**src/rtl/cpu_pkg.sv**
```systemverilog
// ============================================================================
//  Module  : cpu_pkg
//  Purpose : Shared fetch-FSM state encoding, halt opcode and field positions.
//  Revision: 1.0 - initial release
// ============================================================================
`default_nettype none

package cpu_pkg;

  typedef enum logic [2:0] {
    ST_FETCH  = 3'd0,
    ST_LATCH  = 3'd1,
    ST_ISSUE  = 3'd2,
    ST_EXEC   = 3'd3,
    ST_UPDATE = 3'd4,
    ST_HALT   = 3'd5
  } fetch_state_t;

  localparam logic [5:0]  c_HALT_OP  = 6'h3F;
  localparam int          c_OPC_MSB  = 31;
  localparam int          c_OPC_LSB  = 26;
  localparam logic [31:0] c_IR_RESET = 32'hFC00_0000;

  function automatic logic [5:0] get_opcode(input logic [31:0] word);
    return word[c_OPC_MSB:c_OPC_LSB];
  endfunction

endpackage

`default_nettype wire

```
**src/rtl/instr_fetch_if.sv**
```systemverilog
// ============================================================================
//  Module  : instr_fetch_if
//  Purpose : Instruction-memory bus plus microcode-sequencer handshake.
//  Revision: 1.0 - initial release
// ============================================================================
`default_nettype none

interface instr_fetch_if;
  logic [31:0] imem_addr;
  logic        imem_rd;
  logic [31:0] imem_data;
  logic        imem_ready;
  logic [5:0]  opcode;
  logic        sos;
  logic        eos;
  logic        pc_load;
  logic [31:0] pc_target;

  modport master (
    output imem_addr, imem_rd, opcode, sos,
    input  imem_data, imem_ready, eos, pc_load, pc_target
  );

  modport slave (
    input  imem_addr, imem_rd, opcode, sos,
    output imem_data, imem_ready, eos, pc_load, pc_target
  );
endinterface

`default_nettype wire

```
**src/rtl/eos_watchdog.sv**
```systemverilog
// ============================================================================
//  Module  : eos_watchdog
//  Purpose : Counts EXEC cycles; expired flags the cycle that hits TIMEOUT.
//  Revision: 1.0 - initial release
// ============================================================================
`default_nettype none

module eos_watchdog #(
  parameter int TIMEOUT = 64
) (
  input  logic clk,
  input  logic rst,
  input  logic clear,
  input  logic start,
  output logic expired
);

  localparam int c_CW = $clog2(TIMEOUT + 1);

  logic [c_CW-1:0] r_count;

  // r_count holds the number of completed EXEC cycles, so the current one is r_count+1
  always_ff @(posedge clk or posedge rst) begin
    if (rst) begin
      r_count <= '0;
    end else if (clear) begin
      r_count <= '0;
    end else if (start && (r_count != c_CW'(TIMEOUT))) begin
      r_count <= r_count + 1'b1;
    end
  end

  assign expired = start && (r_count == c_CW'(TIMEOUT - 1));

endmodule

`default_nettype wire

```
**src/rtl/instr_fetch.sv**
```systemverilog
// ============================================================================
//  Module  : instr_fetch
//  Purpose : Fetch/issue sequencer handing opcodes to the microcode engine.
//  Revision: 1.0 - initial release
// ============================================================================
`default_nettype none

module instr_fetch
  import cpu_pkg::*;
#(
  parameter logic [31:0] RESET_PC    = 32'h0000_0000,
  parameter logic [5:0]  HALT_OP     = c_HALT_OP,
  parameter int          EOS_TIMEOUT = 64
) (
  input  logic         clk,
  input  logic         rst,
  instr_fetch_if.master bus,
  output logic [31:0]  ir,
  output logic [31:0]  pc,
  output logic [31:0]  retired,
  output logic         halted,
  output logic         fault
);

  fetch_state_t r_state;
  logic [31:0]  r_pc;
  logic [31:0]  r_ir;
  logic [5:0]   r_opcode;
  logic         r_sos;
  logic         r_imem_rd;
  logic [31:0]  r_retired;
  logic         r_halted;
  logic         r_fault;
  logic         r_branch;
  logic [31:0]  r_target;
  logic         r_exec_first;
  logic         w_expired;

  eos_watchdog #(
    .TIMEOUT (EOS_TIMEOUT)
  ) u_eos_watchdog (
    .clk     (clk),
    .rst     (rst),
    .clear   (r_state == ST_ISSUE),
    .start   (r_state == ST_EXEC),
    .expired (w_expired)
  );

  always_ff @(posedge clk or posedge rst) begin
    if (rst) begin
      r_state      <= ST_FETCH;
      r_pc         <= RESET_PC;
      r_ir         <= c_IR_RESET;
      r_opcode     <= HALT_OP;
      r_sos        <= 1'b0;
      r_imem_rd    <= 1'b1;
      r_retired    <= 32'd0;
      r_halted     <= 1'b0;
      r_fault      <= 1'b0;
      r_branch     <= 1'b0;
      r_target     <= 32'd0;
      r_exec_first <= 1'b0;
    end else begin
      case (r_state)
        ST_FETCH: begin
          if (bus.imem_ready) begin
            r_ir      <= bus.imem_data;
            r_opcode  <= get_opcode(bus.imem_data);
            r_imem_rd <= 1'b0;
            r_state   <= ST_LATCH;
          end
        end
        ST_LATCH: begin
          if (get_opcode(r_ir) == HALT_OP) begin
            r_halted <= 1'b1;
            r_state  <= ST_HALT;
          end else begin
            r_sos   <= 1'b1;
            r_state <= ST_ISSUE;
          end
        end
        ST_ISSUE: begin
          r_sos        <= 1'b0;
          r_exec_first <= 1'b1;
          r_state      <= ST_EXEC;
        end
        ST_EXEC: begin
          r_exec_first <= 1'b0;
          if (bus.pc_load) begin
            r_branch <= 1'b1;
            r_target <= bus.pc_target;
          end
          // First EXEC cycle may still see eos left over from the previous segment
          if (!r_exec_first && bus.eos) begin
            r_state <= ST_UPDATE;
          end else if (w_expired) begin
            r_fault  <= 1'b1;
            r_halted <= 1'b1;
            r_state  <= ST_HALT;
          end
        end
        ST_UPDATE: begin
          r_pc      <= r_branch ? (r_target & 32'hFFFF_FFFC) : (r_pc + 32'd4);
          r_retired <= r_retired + 32'd1;
          r_branch  <= 1'b0;
          r_imem_rd <= 1'b1;
          r_state   <= ST_FETCH;
        end
        ST_HALT: begin
          r_state <= ST_HALT;
        end
        default: begin
          r_imem_rd <= 1'b0;
          r_sos     <= 1'b0;
          r_halted  <= 1'b1;
          r_state   <= ST_HALT;
        end
      endcase
    end
  end

  assign bus.imem_addr = r_pc;
  assign bus.imem_rd   = r_imem_rd;
  assign bus.opcode    = r_opcode;
  assign bus.sos       = r_sos;
  assign ir            = r_ir;
  assign pc            = r_pc;
  assign retired       = r_retired;
  assign halted        = r_halted;
  assign fault         = r_fault;

endmodule

`default_nettype wire

```
**src/flat_wrapper.sv**
```systemverilog
// flat-port wrapper written by rule: the top's interface ports become plain ports
module instr_fetch_flat import cpu_pkg::*;
#(
  parameter logic [31:0] RESET_PC    = 32'h0000_0000,
  parameter logic [5:0]  HALT_OP     = c_HALT_OP,
  parameter int          EOS_TIMEOUT = 64
)
  (clk, rst, ir, pc, retired, halted, fault, bus_imem_addr, bus_imem_rd, bus_opcode, bus_sos, bus_imem_data, bus_imem_ready, bus_eos, bus_pc_load, bus_pc_target);
  instr_fetch_if bus_i ();
  input  logic clk;
  input  logic rst;
  output logic [31:0] ir;
  output logic [31:0] pc;
  output logic [31:0] retired;
  output logic halted;
  output logic fault;
  output wire logic [$bits(bus_i.imem_addr)-1:0] bus_imem_addr;
  output wire logic [$bits(bus_i.imem_rd)-1:0] bus_imem_rd;
  output wire logic [$bits(bus_i.opcode)-1:0] bus_opcode;
  output wire logic [$bits(bus_i.sos)-1:0] bus_sos;
  input wire logic [$bits(bus_i.imem_data)-1:0] bus_imem_data;
  input wire logic [$bits(bus_i.imem_ready)-1:0] bus_imem_ready;
  input wire logic [$bits(bus_i.eos)-1:0] bus_eos;
  input wire logic [$bits(bus_i.pc_load)-1:0] bus_pc_load;
  input wire logic [$bits(bus_i.pc_target)-1:0] bus_pc_target;
  assign bus_imem_addr = bus_i.imem_addr;
  assign bus_imem_rd = bus_i.imem_rd;
  assign bus_opcode = bus_i.opcode;
  assign bus_sos = bus_i.sos;
  assign bus_i.imem_data = bus_imem_data;
  assign bus_i.imem_ready = bus_imem_ready;
  assign bus_i.eos = bus_eos;
  assign bus_i.pc_load = bus_pc_load;
  assign bus_i.pc_target = bus_pc_target;
  instr_fetch #(.RESET_PC(RESET_PC), .HALT_OP(HALT_OP), .EOS_TIMEOUT(EOS_TIMEOUT)) u_core (.clk(clk), .rst(rst), .bus(bus_i), .ir(ir), .pc(pc), .retired(retired), .halted(halted), .fault(fault));
endmodule
```
**config.mk**
```make
export PLATFORM = sky130hd
export DESIGN_NAME = instr_fetch_flat
export DESIGN_NICKNAME = d
export VERILOG_FILES = /design/src/rtl/cpu_pkg.sv /design/src/rtl/instr_fetch_if.sv /design/src/rtl/eos_watchdog.sv /design/src/rtl/instr_fetch.sv /design/src/flat_wrapper.sv
export SDC_FILE = /design/constraint.sdc
export NUM_CORES = 1
export LEC_CHECK = 0
export ABC_AREA = 1
export CAP_MARGIN = 20
export CORE_ASPECT_RATIO = 1.75
export CORE_MARGIN = 1.5
export CORE_UTILIZATION = 39
export CTS_CLUSTER_DIAMETER = 50
export DETAILED_ROUTE_END_ITERATION = 10
export DONT_BUFFER_PORTS = 1
export PLACE_DENSITY_LB_ADDON = 0.05
export SETUP_SLACK_MARGIN = 0.2
export SKIP_CTS_REPAIR_TIMING = 1
export SLEW_MARGIN = 10
export SYNTH_ARGS = -nofsm -noshare
export SYNTH_HDL_FRONTEND = slang
export SYNTH_SLANG_ARGS = --single-unit
```
**constraint.sdc**
```tcl
create_clock -name clk -period 4.6 [get_ports clk]
set_input_delay 0.46 -clock clk [delete_from_list [all_inputs] [get_ports clk]]
set_output_delay 0.46 -clock clk [all_outputs]
set_load 0.05 [all_outputs]
```
# Word level (Yosys, flattened, before mapping)
# Index checks and enable logic that the tools add are counted.
[totals]
out_inout_bits = 138
ff_bits = 150
elab_cells = 73
inputBits = 69
[op_classes]
bitwise_logic = 4
n_reduce_logical = 19
mux = 19
n_eq_ne = 15
n_addsub = 3
[op_table]
columns = ["operator", "n"]
rows = [
  ["32-bit by 1-bit adder with 32-bit output, second input constant", 1],
  ["32-bit by 3-bit adder with 32-bit output, second input constant", 1],
  ["32-bit 2-to-1 mux", 1],
  ["3-bit case mux with 5 select lines", 1],
  ["7-bit 2-to-1 mux", 2],
  ["3-bit 2-to-1 mux", 4],
  ["2-bit AND reduction", 6],
  ["4-bit OR reduction", 3],
  ["2-bit != test, second input constant", 4],
  ["7-bit by 1-bit adder with 7-bit output, second input constant", 1],
  ["7-bit by 6-bit == test with 1-bit output, second input constant", 1],
  ["7-bit != test, second input constant", 1],
  ["3-bit by 2-bit == test with 1-bit output, second input constant", 2],
  ["3-bit == test, second input constant", 2],
  ["6-bit == test, second input constant", 1],
  ["1-bit 2-to-1 mux", 6],
  ["1-bit case mux with 2 select lines", 3],
  ["1-bit case mux with 3 select lines", 2],
  ["2-bit nonzero test", 3],
  ["2-bit by 1-bit != test with 1-bit output, second input constant", 2],
  ["1-bit inverter", 4],
  ["4-bit AND reduction", 1],
  ["3-bit by 1-bit == test with 1-bit output, second input constant", 1],
  ["1-bit logical AND", 3],
  ["other kinds (4)", 4],
]

# Logic depth before layout (Yosys ltp)
# Gate-level depths: netlist of run 1.
[depth]
depth_word = 5
depth_mapped = 10
ltp_nobuf = 10

# Hierarchy
# Synthesis of run 1 repeated with hierarchy kept, for this count alone.
[unflattened]
cells_unflattened = 898
hier_area_um2 = 7494.7
[modules_own_cells]
columns = ["module", "cells_each", "n_inst", "area_each_um2"]
rows = [
  ["instr_fetch", 834, 1, 7008.0],
  ["eos_watchdog", 64, 1, 486.7],
]

# Worst setup path after synthesis of run 1
# No wires, ideal clock.
[synth_timing]
path_kind = "register to register"
start = "register u_core.r_pc[3], in the netlist u_core.bus.imem_addr[3]"
end = "register u_core.r_pc[26], in the netlist u_core.bus.imem_addr[26]"
period_less_slack_ns = 1.969
required_time_ns = 4.482
arrival_time_ns = 1.850
setup_slack_ns = 2.631
setup_ns = 0.118
path_stages_with_launch = 11
path_buffers = 0
path_cell_list = "dfrtp_1 ha_1 nand2_1 nor2_1 nand2_1 nor2_1 nand2_1 nand2_1 nand3_1 nand2_1 nand2_1"
[synth_between]
elab_chain_len = 2
[synth_rtl]
columns = ["element", "line", "text"]
rows = [
  ["from (decl)", "instr_fetch.sv:26", "logic [31:0] r_pc;"],
  ["from (signal assigned)", "instr_fetch.sv:103", "r_pc <= r_branch ? (r_target & 32'hFFFF_FFFC) : (r_pc + 32'd4);"],
  ["32-bit by 3-bit adder with 32-bit output", "instr_fetch.sv:103", ""],
  ["32-bit 2-to-1 mux", "instr_fetch.sv:103", ""],
]
# No other way between the ends.
# A chain may end at the register's enable or synchronous reset.

# Worst setup path in the final report of run 1
[layout_timing]
start = "register u_core.r_pc[3], in the netlist u_core.bus.imem_addr[3]"
end = "register u_core.r_pc[22], in the netlist u_core.bus.imem_addr[22]"
# Same word-level chain as after synthesis.

==> results of run 1 <==
sequential cells by signal, summed over array words and instances (netlist names):
| name | count |
|---|---|
| u_core.retired | 32 |
| u_core.bus.imem_rd | 1 |
| u_core.halted | 1 |
| u_core.r_target | 30 |
| u_core.fault | 1 |
| u_core.bus.imem_addr | 30 |
| u_core.ir | 26 |
| u_core.r_branch | 1 |
| u_core.bus.opcode | 6 |
| u_core.u_eos_watchdog.r_count | 7 |
| u_core.r_state | 3 |
| u_core.r_exec_first | 1 |
| u_core.bus.sos | 1 |
synthesized netlist by cell type (all sizes together):
cell type,n
xnor2,10
o31ai,2
conb,1
a21oi,8
nand3,56
or2,1
o22ai,2
nor3,10
inv,92
dfstp,7
nor2,132
clkinv,1
xor2,15
buf,50
clkbuf,9
mux2,61
a31oi,1
o21a,2
o21ai,39
nand4,10
nand3b,1
o21bai,5
nand2,254
ha,4
and2,2
dfrtp,133
final cells by class:
| cell class | count | area (µm²) | area share [%] |
|---|---|---|---|
| timing repair buffer | 7 | 52.55 | 0.6458 |
| tap | 241 | 301.5 | 3.705 |
| clock inverter | 8 | 115.1 | 1.415 |
| inverter | 93 | 356.6 | 4.382 |
| sequential | 140 | 3512 | 43.16 |
| multi-input combinational | 619 | 3318 | 40.77 |
| clock buffer | 24 | 481.7 | 5.919 |
cell families (layout without fill, tap and decap cells):
| family | count (synthesis) | count (layout) |
|---|---|---|
| compound gates | 59 | 59 |
| flops | 140 | 140 |
| fa+ha+maj | 4 | 4 |
| mux | 61 | 61 |
| simple gates | 466 | 466 |
| xor+xnor | 25 | 25 |
| buf+inv | 152 | 132 |
| other cells | 1 | 4 |
worst register-to-register path, stage by stage (launching register included):
cell and delay, ps:
dfrtp_1 1000, ha_1 340, nand2_1 90, nor2_1 300, nand2_1 250, nor2_1 340
nand2_1 90, nand2_1 70, nand3_1 90, nand2_1 80, nand2_1 40
path summary, 6_finish.rpt:
path	start	to	slack [ps]
worst min register to register	u_core.r_target[27]$_DFFE_PP0P_	u_core.r_target[27]$_DFFE_PP0P_	510
max in group asynchronous	rst	u_core.retired[11]$_DFFE_PP0P_	3390
worst max register to register	u_core.bus.imem_addr[3]$_DFFE_PP0P_	u_core.bus.imem_addr[22]$_DFFE_PP0P_	1800
min in group clk	bus_pc_target[7]	u_core.r_target[7]$_DFFE_PP0P_	180
worst min-delay path	rst	u_core.u_eos_watchdog.r_count[4]$_DFFE_PP0P_	110
worst max-delay path	u_core.bus.imem_addr[3]$_DFFE_PP0P_	u_core.bus.imem_addr[22]$_DFFE_PP0P_	1800
report_power, final:
group	switching [mW]	internal [mW]	leakage (nW)
clock network	0.509	0.891	0.298
logic	0.0316	0.00195	1.73
registers	0	1.23	1.91
total	0.541	2.13	3.93
through the flow:
stage | cells | power (mW)
5_1_grt | 1132 | 2.756
2_1_floorplan | 911 | 1.283
3_5_place_dp | 1100 | 1.290
6_report | 1132 | 2.667
3_3_place_gp | 1100 | 1.289
4_1_cts | 1132 | 2.715
layer usage:
metal,up-vias,GRT usage [%]
li1,2771,-
met1,2674,19.76
met2,147,38.78
met3,35,6.187
met4,0,8.806
met5,-,0
==> key figures, run 1 <==
Critical path
  • Kind of critical path: reg2reg
  • Startpoint Class: flip-flop
  • Worst path arrival time: 3110 ps
  • Req. time, crit path: 4910 ps
  • Worst-path maximum fanout: 7
  • Critical path depth: 10
  • Slowest-stage cell, CP: dfrtp_1
  • R2r worst-path depth: 10
  • CP bufs+invs: 0
  • Most frequent CP cell: nand2_1
  • CP top delay family: simple AND/OR/NAND/NOR gates
  • Worst setup EP type: flip-flop
  • CP max stage delay: 1000 ps
  • Worst path cell trace: ha_1 -> nand2_1 -> nor2_1 -> nand2_1 -> nor2_1 -> nand2_1 -> nand2_1 -> nand3_1 -> nand2_1 -> nand2_1

Worst hold path
  • Hold Crit Class: in2async

Global routing
  • Aggregate global-route resource usage: 20.49%
  • First-pass GRT wire length: 31.38 mm
  • Largest net degree at the start of global routing: 101
  • Initial antenna violation count: 0
  • Vias in the first global route: 5879
  • GRT Residual Overflow: 0

Timing
  • FMAX: 0.3570 GHz
  • Setup tns final: 0 ps
  • Worst Clk Skew: 5.804 ps
  • Setup ws final: 1799 ps
  • Part of the cycle the worst path needs: 60.89%
  • Worst hold slack: 109.7 ps
  • Final Critical Period: 2801 ps
  • Final Setup Violations: 0
  • Slew @ Worst Pin: 1097 ps
  • Final Hold Viols: 0
  • RSZ-0062 raised after global routing: no
  • Slew HR: 26.86%
  • Final Max Tran Viols: 0

Floorplan
  • Row count: 67
  • Core Footprint: 19110 µm²
  • I/O pin total: 207
  • Die H: 187.6 µm
  • Initial Util: 39.74%
  • DIE AREA: 20350 µm²
  • Die width: 108.5 µm

Logic synthesis
  • Cell taking the most area after synthesis: dfrtp_1
  • Post-synth cell types: 38
  • Synth Area in Simple Gates: 25.34%
  • Flops & latches, synth: 140
  • Yosys top cell area share: 43.82%
  • Synth Area in Compound Gates: 4.234%
  • Adder-cell share of the synthesized area: 0.6590%
  • Xor/xnor cell area share of the yosys netlist: 2.883%
  • Portion of netlist area occupied by mux cells: 10.38%
  • Sequential area share after synthesis: 46.24%
  • Synth warn: 0
  • Mapped Area: 7595 µm²
  • Synth Area per Inst: 8.364 µm²
  • Mapped Cells: 908
  • Synth top area cells: dfrtp_1, nand2_1, nor2_1
  • Combinational family with the most area after synthesis: simple AND/OR/NAND/NOR gates

Clocking
  • Clock buffer count from CTS: 17
  • Worst-path clk slew: 60 ps
  • Clk buf depth: 2
  • Clk sinks: 140
  • Total number of H-tree levels: 4
  • Clock root buffer: clkbuf_16
  • CTS tree: done
  • Worst skew pair latency: 420 ps

Routing
  • WL met2: 11.18 mm
  • Residual DRC count: 0
  • DR iter-0 viols: 288
  • WL per Instance: 17.46 µm
  • WL met3: 1.117 mm
  • Via count: 5627
  • Drt pass-1 iters: 4
  • Antenna Nets Post-Route: 0
  • M1 WL: 6.900 mm
  • Detailed Route WL: 19.77 mm
  • Max layer used: met4
  • Vias per cell: 4.971

Outcome
  • Status: complete, no violations

Final layout
  • Most frequent cells in the layout: nand2_1, dfrtp_1, nor2_1, inv_1, nand3_1
  • Design area: 8138 µm²
  • # diodes: 0
  • Leading cell type in the layout, fill and taps excluded: nand2_1
  • Fraction of layout cells with a size suffix above 1: 13.36%
  • Fillers: 1862
  • Area Growth Syn to Fin: 7.150%
  • Finished Core Util: 42.58%
  • Fin nets: 951

Power and ir drop
  • VDD IR max: 0.2355 mV
  • Leakage: 3.930 nW
  • Power Dens Cells: 327.7 nW/µm²

Place
  • Routability Congestion: 0.8030
  • DP HPWL: 14.39 mm
  • Worst slack at placement: 1794 ps
  • Number of buffers inserted by port buffering: 0
  • Dpl cell area: 7541 µm²

Job
  • Max_cap viols: 0
Power figures use the tool's default switching activity.
==> inputs of run 2 (changes only) <==
==> constraint.sdc (replaced) <==
create_clock -name clk -period 2.32 [get_ports clk]
set_input_delay 0.232 -clock clk [delete_from_list [all_inputs] [get_ports clk]]
set_output_delay 0.232 -clock clk [all_outputs]
set_load 0.05 [all_outputs]
==> run 2 against run 1 <==
Clock skew grew 6.4 ps; design area grew 15%; via count rose by 9.3%; clock-buffer cell count decreased by 5; sequential power grew 98%; worst hold slack worse by 63 ps; largest cell class unchanged; final cell count grew 12%; critical path depth unchanged; non-clock buffer count rose by 134; critical endpoint is now u_core.bus.imem_addr[12]$_DFFE_PP0P_; power increased by 110%; die area did not move.
==> key figures, run 2 (same netlist as run 1, synthesis figures left out) <==
Outcome
  • Status: complete, no violations (unchanged)

Clocking
  • Clock root buffer: clkbuf_16 (unchanged)
  • Clock buffer count from CTS: 17 (unchanged)
  • Worst skew pair latency: 430 ps (was 420 ps)
  • Clk buf depth: 2 (unchanged)
  • Worst-path clk slew: 60 ps (about the same)
  • CTS tree: done (unchanged)
  • Clk sinks: 140 (unchanged)
  • Total number of H-tree levels: 4 (unchanged)

Routing
  • DR iter-0 viols: 259 (was 288)
  • Residual DRC count: 0 (unchanged)
  • WL per Instance: 16.41 µm (was 17.46 µm)
  • Vias per cell: 4.857 (was 4.971)
  • Antenna Nets Post-Route: 0 (unchanged)
  • Drt pass-1 iters: 4 (unchanged)
  • Detailed Route WL: 20.78 mm (was 19.77 mm)
  • Via count: 6149 (was 5627)

Critical path
  • Startpoint Class: flip-flop (unchanged)
  • Worst path cell trace: ha_1 -> nand2_1 -> nor2_1 -> nand2_1 -> nor2_1 -> nand2_1 -> nand2_1 -> nand3_1 -> o21ai_0 -> inv_1 (was ha_1 -> nand2_1 -> nor2_1 -> nand2_1 -> nor2_1 -> nand2_1 -> nand2_1 -> nand3_1 -> nand2_1 -> nand2_1)
  • Slowest-stage cell, CP: dfrtp_1 (unchanged)
  • Worst-path maximum fanout: 7 (unchanged)
  • Worst path arrival time: 2220 ps (was 3110 ps)
  • Kind of critical path: reg2reg (unchanged)
  • Most frequent CP cell: nand2_1 (unchanged)
  • CP max stage delay: 380 ps (was 1000 ps)
  • Req. time, crit path: 2640 ps (was 4910 ps)
  • Worst setup EP type: flip-flop (unchanged)

Job
  • Max_cap viols: 0 (unchanged)

Final layout
  • Area Growth Syn to Fin: 23.10% (was 7.150%)
  • Leading cell type in the layout, fill and taps excluded: nand2_1 (unchanged)
  • # diodes: 0 (unchanged)
  • Most frequent cells in the layout: nand2_1, dfrtp_1, nor2_1, inv_1, buf_4 (was nand2_1, dfrtp_1, nor2_1, inv_1, nand3_1)
  • Register area: 3512 µm² (unchanged)
  • Fin nets: 1085 (was 951)
  • Fraction of layout cells with a size suffix above 1: 19.02% (was 13.36%)
  • Fillers: 1868 (was 1862)
  • Max FFs per register: 32 (unchanged)
  • Multi-input logic area: 3323 µm² (was 3318 µm²)

Timing
  • FMAX: 0.5262 GHz (was 0.3570 GHz)
  • Worst Clk Skew: 12.23 ps (was 5.804 ps)
  • Slew HR: 50.53% (was 26.86%)
  • Setup tns final: 0 ps (unchanged)
  • Final Hold Viols: 0 (unchanged)
  • Final Max Tran Viols: 0 (unchanged)
  • Part of the cycle the worst path needs: 81.92% (was 60.89%)
  • Final Setup Violations: 0 (unchanged)
  • RSZ-0062 raised after global routing: yes (was no)
  • Final Critical Period: 1900 ps (was 2801 ps)
  • Worst hold slack: 46.67 ps (was 109.7 ps)
  • Slew @ Worst Pin: 740.4 ps (was 1097 ps)

Floorplan
  • Initial Util: 39.74% (unchanged)
  • Core Footprint: 19110 µm² (unchanged)
  • DIE AREA: 20350 µm² (unchanged)
  • Die H: 187.6 µm (unchanged)
  • I/O pin total: 207 (unchanged)
  • Die width: 108.5 µm (unchanged)
  • Row count: 67 (unchanged)

Power and ir drop
  • VDD IR max: 0.4017 mV (was 0.2355 mV)
  • Leakage: 4.582 nW (was 3.930 nW)
  • Power Dens Cells: 587.0 nW/µm² (was 327.7 nW/µm²)

Place
  • Routability Congestion: 0.8292 (was 0.8030)
  • DP HPWL: 15.36 mm (was 14.39 mm)
  • Number of buffers inserted by port buffering: 0 (unchanged)

Global routing
  • Initial antenna violation count: 0 (unchanged)
  • GRT Residual Overflow: 0 (unchanged)
  • Vias in the first global route: 6006 (was 5879)
  • First-pass GRT wire length: 32.21 mm (was 31.38 mm)
  • Aggregate global-route resource usage: 20.96% (was 20.49%)
  • Largest net degree at the start of global routing: 59 (was 101)

Worst hold path
  • Hold Crit Class: in2reg (was in2async)
run 2: changes by cell type in the layout (fill, tap and decap cells not counted), moves of 2 or more:
cell           previous run  this run
clkbuf_8                  3         1
nor2_1                  127       125
buf_4                     7        76
buf_12                    0         2
dlygate4sd3_1             0        63
clkinvlp_4                0         4
clkbuf_1                  4         1
nor2_2                    3         5
run 2: per-layer routing:
metal / GRT usage [%] / vias up / wire length [µm] / share of wire [%]
li1: - / 3026 / - / -
met1: 21.42 / 2944 / 7515 / 36
met2: 38.44 / 143 / 11620 / 56
met3: 4.901 / 36 / 907 / 4.4
met4: 10.88 / 0 / 734 / 3.5
met5: 0 / - / 0 / 0
run 2: cell type report:
| type | count | area share (%) |
|---|---|---|
| Multi-Input combinational cell | 619 | 35.55 |
| Sequential cell | 140 | 37.57 |
| Tap cell | 241 | 3.225 |
| Timing Repair Buffer | 141 | 13.28 |
| Clock inverter | 13 | 1.847 |
| Clock buffer | 19 | 4.738 |
| Inverter | 93 | 3.801 |
run 2: final timing paths:
| kind | startpoint | end | slack (ps) | depth (start not counted) |
|---|---|---|---|---|
| max in group asynchronous | rst | u_core.ir[4]$_DFFE_PP0P_ | 1150 | 3 |
| worst min register to register | u_core.r_target[30]$_DFFE_PP0P_ | u_core.r_target[30]$_DFFE_PP0P_ | 510 | 1 |
| worst max-delay path | u_core.bus.imem_addr[2]$_DFFE_PP0P_ | u_core.bus.imem_addr[12]$_DFFE_PP0P_ | 420 | 10 |
| worst max register to register | u_core.bus.imem_addr[2]$_DFFE_PP0P_ | u_core.bus.imem_addr[12]$_DFFE_PP0P_ | 420 | 10 |
| min in group asynchronous | rst | u_core.r_target[12]$_DFFE_PP0P_ | 410 | 2 |
| worst min-delay path | bus_imem_ready | u_core.r_state[0]$_DFFE_PP0P_ | 50 | 3 |
run 2: worst max-delay path: cells and delay by family (launching register included):
kind	cells	cell delay (ps)
buffers and inverters	1	60
adders and majority gates	1	190
AOI/OAI and AO/OA	1	80
DFF	1	380
and+or+nand+nor	7	1090
run 2: power by group:
group          switching [mW]  internal (mW)
clock                    1.07           1.81
sequential                  0           2.44
combinational          0.0818         0.0797
run 2: stage by stage:
stage / total power, mW / utilization [%] / cell area (µm²) / worst slack [ps] / std cells
4_1_cts: 5.472 / 45.59 / 8713 / 411.5 / 1203
3_5_place_dp: 2.565 / 42.37 / 8098 / 416.6 / 1171
3_3_place_gp: 2.563 / 42.37 / 8098 / 449.4 / 1171
5_1_grt: 5.670 / 48.91 / 9349 / 181.9 / 1266
6_report: 5.488 / 48.91 / 9349 / 419.5 / 1266
2_1_floorplan: 2.545 / - / 7610 / 344.6 / 911
